### src/rtl/refill_arbiter.sv
// Shares the external memory port between I-Cache refills and D-Cache refills/write-backs.
// Optional macro REFILL_RR_EN selects round-robin tie-breaking; otherwise D-Cache wins ties.
module refill_arbiter #(
    parameter int unsigned ADDR_W     = 32,
    parameter int unsigned DATA_W     = 32,
    parameter int unsigned LINE_WORDS = 8
) (
    input  logic              clk,
    input  logic              rst,
    input  logic              ic_req,
    input  logic [ADDR_W-1:0] ic_addr,
    output logic              ic_gnt,
    output logic              ic_rvalid,
    output logic              ic_done,
    input  logic              dc_req,
    input  logic              dc_we,
    input  logic [ADDR_W-1:0] dc_addr,
    input  logic [DATA_W-1:0] dc_wdata,
    output logic              dc_wnext,
    output logic              dc_gnt,
    output logic              dc_rvalid,
    output logic              dc_done,
    output logic [DATA_W-1:0] rdata,
    output logic              mem_req,
    output logic              mem_we,
    output logic [ADDR_W-1:0] mem_addr,
    input  logic              mem_ack,
    input  logic              mem_rvalid,
    input  logic [DATA_W-1:0] mem_rdata,
    output logic              mem_wvalid,
    input  logic              mem_wready,
    output logic [DATA_W-1:0] mem_wdata,
    output logic              busy
);

    localparam int unsigned       CNT_W     = $clog2(LINE_WORDS);
    localparam int unsigned       OFF_W     = CNT_W + 2;
    localparam logic [ADDR_W-1:0] LOW_MASK  = ADDR_W'((64'd1 << OFF_W) - 64'd1);
    localparam logic [CNT_W-1:0]  LAST_BEAT = CNT_W'(LINE_WORDS - 1);

    typedef enum logic [2:0] {
        IDLE,
        REQ,
        RBURST,
        WBURST,
        DONE
    } state_t;

    state_t           state;
    logic [CNT_W-1:0] cnt;
    logic             owner_d;
    logic             pick_d;
`ifdef REFILL_RR_EN
    logic             last_d;
`endif

    // Arbitration decision for the IDLE cycle: 1 selects the D-Cache.
    always_comb begin
        pick_d = dc_req;
`ifdef REFILL_RR_EN
        if (dc_req && ic_req) begin
            pick_d = !last_d;
        end
`endif
    end

    // Burst sequencer; control outputs are registered alongside the state.
    always_ff @(posedge clk or negedge rst) begin
        if (!rst) begin
            state      <= IDLE;
            cnt        <= '0;
            owner_d    <= 1'b0;
`ifdef REFILL_RR_EN
            last_d     <= 1'b0;
`endif
            mem_req    <= 1'b0;
            mem_we     <= 1'b0;
            mem_addr   <= '0;
            mem_wvalid <= 1'b0;
            ic_gnt     <= 1'b0;
            dc_gnt     <= 1'b0;
            ic_done    <= 1'b0;
            dc_done    <= 1'b0;
            busy       <= 1'b0;
        end else begin
            ic_done <= 1'b0;
            dc_done <= 1'b0;
            case (state)
                IDLE: begin
                    if (ic_req || dc_req) begin
                        owner_d  <= pick_d;
                        mem_we   <= pick_d && dc_we;
                        mem_addr <= (pick_d ? dc_addr : ic_addr) & ~LOW_MASK;
                        mem_req  <= 1'b1;
                        ic_gnt   <= !pick_d;
                        dc_gnt   <= pick_d;
                        busy     <= 1'b1;
                        state    <= REQ;
                    end
                end
                REQ: begin
                    if (mem_ack) begin
                        mem_req <= 1'b0;
                        if (mem_we) begin
                            mem_wvalid <= 1'b1;
                            state      <= WBURST;
                        end else begin
                            state <= RBURST;
                        end
                    end
                end
                RBURST: begin
                    if (mem_rvalid) begin
                        if (cnt == LAST_BEAT) begin
                            ic_done <= !owner_d;
                            dc_done <= owner_d;
                            state   <= DONE;
                        end else begin
                            cnt <= cnt + CNT_W'(1);
                        end
                    end
                end
                WBURST: begin
                    if (mem_wready) begin
                        if (cnt == LAST_BEAT) begin
                            mem_wvalid <= 1'b0;
                            ic_done    <= !owner_d;
                            dc_done    <= owner_d;
                            state      <= DONE;
                        end else begin
                            cnt <= cnt + CNT_W'(1);
                        end
                    end
                end
                DONE: begin
                    ic_gnt <= 1'b0;
                    dc_gnt <= 1'b0;
                    busy   <= 1'b0;
                    cnt    <= '0;
`ifdef REFILL_RR_EN
                    last_d <= owner_d;
`endif
                    state  <= IDLE;
                end
                default: state <= IDLE;
            endcase
        end
    end

    // Beat data paths pass straight through while the matching burst is active.
    assign rdata     = (state == RBURST) ? mem_rdata : '0;
    assign ic_rvalid = (state == RBURST) && !owner_d && mem_rvalid;
    assign dc_rvalid = (state == RBURST) && owner_d && mem_rvalid;
    assign mem_wdata = (state == WBURST) ? dc_wdata : '0;
    assign dc_wnext  = mem_wvalid && mem_wready;

endmodule

### config.mk
export PLATFORM = sky130hd
export DESIGN_NAME = refill_arbiter
export DESIGN_NICKNAME = d
export VERILOG_FILES = /design/src/rtl/refill_arbiter.sv
export SDC_FILE = /design/constraint.sdc
export NUM_CORES = 1
export LEC_CHECK = 0
export ABC_AREA = 1
export CORE_MARGIN = 5
export CORE_UTILIZATION = 31
export CTS_CLUSTER_DIAMETER = 100
export DETAILED_ROUTE_END_ITERATION = 16
export PLACE_DENSITY_LB_ADDON = 0.3
export SLEW_MARGIN = 20
export SYNTH_ARGS = -nofsm -noshare
export SYNTH_HDL_FRONTEND = slang
export SYNTH_SLANG_ARGS = --single-unit
### constraint.sdc
create_clock -name clk -period 1.6 [get_ports clk]
set_clock_uncertainty 0.15 [all_clocks]
set_input_delay 0.32 -clock clk [delete_from_list [all_inputs] [get_ports clk]]
set_output_delay 0.32 -clock clk [all_outputs]
set_load 0.05 [all_outputs]
==> impl_metrics.json <==
{
  "finalHoldViolCount": 0,
  "die-area_um2": 10300,
  "pwr-share-comb_pct": 76.5,
  "postSynthAreaPerCell_um2": 6.68,
  "vias": 3512,
  "drtAntennaViolNets": 0,
  "gp_congestion": 0.841,
  "drv_cap": 0,
  "pwr-share-seq_pct": 18.0,
  "die_w_um": 102,
  "startpoint_type": "flop",
  "grt_max_degree": 43,
  "hp-class": "reg -> reg",
  "boundaryPins": 243,
  "p_clk_share_pct": 5.4,
  "netlist_area_um2": 2600,
  "fp.dieH_um": 102,
  "routed_wl_um": 13200,
  "worstSetupPathType": "reg -> out",
  "start_util_pct": 31.8,
  "reg2reg_slack_ns": -0.11,
  "violations": "negative setup slack",
  "cts_max_level": 2,
  "yosysUniqueCellTypes": 21,
  "ys_ff_latch": 42,
  "total_power_mw": 11.9,
  "final_common_cell": "clkdlybuf4s50_1",
  "p_switching_mw": 5.84,
  "period_needed_ns": 2.00,
  "setup_tns_ns": -23.33,
  "postSynthCellCount": 389,
  "drcViolationCount": 0,
  "drt-initial-drc-count": 114,
  "yosys_warnings": 0,
  "clock-sinks": 42,
  "holdPathStages": 2,
  "antenna_found_initial": 0,
  "via_per_inst": 4.70,
  "outcome": "finished, violations left",
  "dr.pass1.iters": 4,
  "layout_common_cells": "124 x clkdlybuf4s50_1, 77 x buf_12, 76 x inv_1, 66 x nor2_4, 42 x dfrtp_1",
  "nNetsFinal": 781,
  "swShare_pct": 48.9,
  "cp-end-kind": "primary output",
  "setup_viol_count_final": 95,
  "power.internal_mw": 6.10,
  "root_buffer": "clkbuf_8",
  "ff2ff_path_depth": 8,
  "cellLeakagePower_nw": 3.17,
  "insertion_delay_ns": 0.29,
  "io_buffers": 227,
  "yosysSeqAreaShare_pct": 40.4,
  "irDropWorstVdd_v": 0.00138,
  "crit_fanout": 5,
  "clk_path_buf_depth": 2,
  "cts_buffers": 5,
  "drive_gt1_share_pct": 44.3,
  "wl_per_cell_um": 17.6,
  "core_area_um2": 8180,
  "grt_pass1_wl_um": 19000,
  "syn_to_final_growth_pct": 167,
  "period_share_pct": 125,
  "grt_pass1_vias": 3745,
  "cts.reportedPaths.clkPinSlew_ns": 0.07,
  "cts_tree": "yes",
  "rsz0062_at_grt": "yes",
  "worst_slack_ns": -0.399,
  "powerDensity_nw_per_um2": 1720,
  "fmax_ghz": 0.500,
  "num_antenna_cells": 0,
  "grt.total_usage_pct": 23.7,
  "crit_required_ns": 1.13,
  "fp-row-count": 33,
  "grt.overflow.total": 0,
  "drv_slew": 0,
  "dp_hpwl_um": 9370,
  "crit_arrival_ns": 1.53
}
## final cells by class
type / count / area [um2]
tap: 105 / 131
multi-input combinational: 246 / 1790
fill: 421 / 1240
inverter: 83 / 324
clock buffer: 7 / 76.3
sequential: 42 / 1050
timing repair buffer: 265 / 3560
## timing repair
item | CTS | global route
setup endpoints to repair | 73 | 104
pin swaps | 4 | 6
resized for setup | 66 | 56
hold endpoints to repair | 42 | 0
setup buffers | 3 | 4
gates cloned | 5 | 3
hold buffers | 1 | 0
## state kept, by name, indices dropped and copies added, names as in the netlist
signal and count:
mem_addr 27, cnt 3, state 3, busy 1, dc_done 1, dc_gnt 1
ic_done 1, ic_gnt 1, mem_req 1, mem_we 1, mem_wvalid 1, owner_d 1
## power groups by stage
stage / Combinational (mW) / Clock [mW] / Sequential [mW]
6_report: 9.13 / 0.649 / 2.15
5_1_grt: 9.57 / 0.716 / 2.22
4_1_cts: 8.52 / 0.653 / 2.11
3_5_place_dp: 7.78 / 0 / 2.11
3_3_place_gp: 7.63 / 0 / 2.09
2_1_floorplan: 2.83 / 0 / 3.28
## metrics by stage
| stage | instance area, um2 | util (%) | hold slack [ns] | setup WS [ns] | cells |
|---|---|---|---|---|---|
| 6_report | 6930 | 84.8 | 0.363 | -0.399 | 748 |
| 4_1_cts | 6680 | 81.7 | 0.354 | -0.395 | 741 |
| 5_1_grt | 6930 | 84.8 | 0.372 | -0.508 | 748 |
| 2_1_floorplan | 3150 | - | -0.126 | -0.194 | 393 |
| 3_5_place_dp | 6250 | 76.4 | 0.160 | -0.281 | 725 |
| 3_3_place_gp | 6250 | 76.4 | 0.160 | -0.205 | 725 |
## synthesized netlist by cell type
cell type	n	share of area, %
o21bai_1	2	0.58
or2_2	27	6.5
o21ai_0	57	11
conb_1	1	0.14
nand3_2	1	0.39
nor2_1	71	10
inv_2	5	0.72
nand3_1	12	2.3
inv_1	78	11
clkbuf_2	1	0.19
nand2_1	59	8.5
buf_4	5	1.4
dfrtp_1	42	40
ha_1	2	0.96
buf_6	2	0.87
nor3_1	3	0.58
clkbuf_1	7	1.0
nor2_2	3	0.72
o21ai_1	3	0.58
nor4_1	1	0.24
buf_2	7	1.3
## cells by family after synthesis
logic type	count (synthesis)	synth area share, %
simple gates	177	29.5
compound gates	62	12.1
flops	42	40.4
buf+inv	105	16.8
fa+ha+maj	2	0.962
other cells	1	0.144
## worst paths after layout
check / startpoint / to
worst min-delay path: cnt[2] / cnt[2]
worst min register to register: cnt[2] / cnt[2]
worst max register to register: state[0] / mem_addr[22]
max in group asynchronous: rst / mem_addr[19]
min in group asynchronous: rst / mem_addr[10]
worst max-delay path: state[2] / dc_rvalid
## critical path: stages, from the launching register on
cell     delay [ns]
dfrtp_1        0.42
inv_2          0.08
nand2_2        0.07
nor2_4         0.12
inv_4          0.07
buf_4          0.16
nor3_4         0.16
buf_12         0.16
## metal layers
layer  vias to the layer above  track usage [%]  wire length, um
met5                         -                0                0
met4                         0             8.49              464
met3                        38             8.68             1290
met2                       186             44.9             7170
met1                      1631             23.5             4260
li1                       1657                -                -
Note: power is estimated with default switching activity, not from simulation.
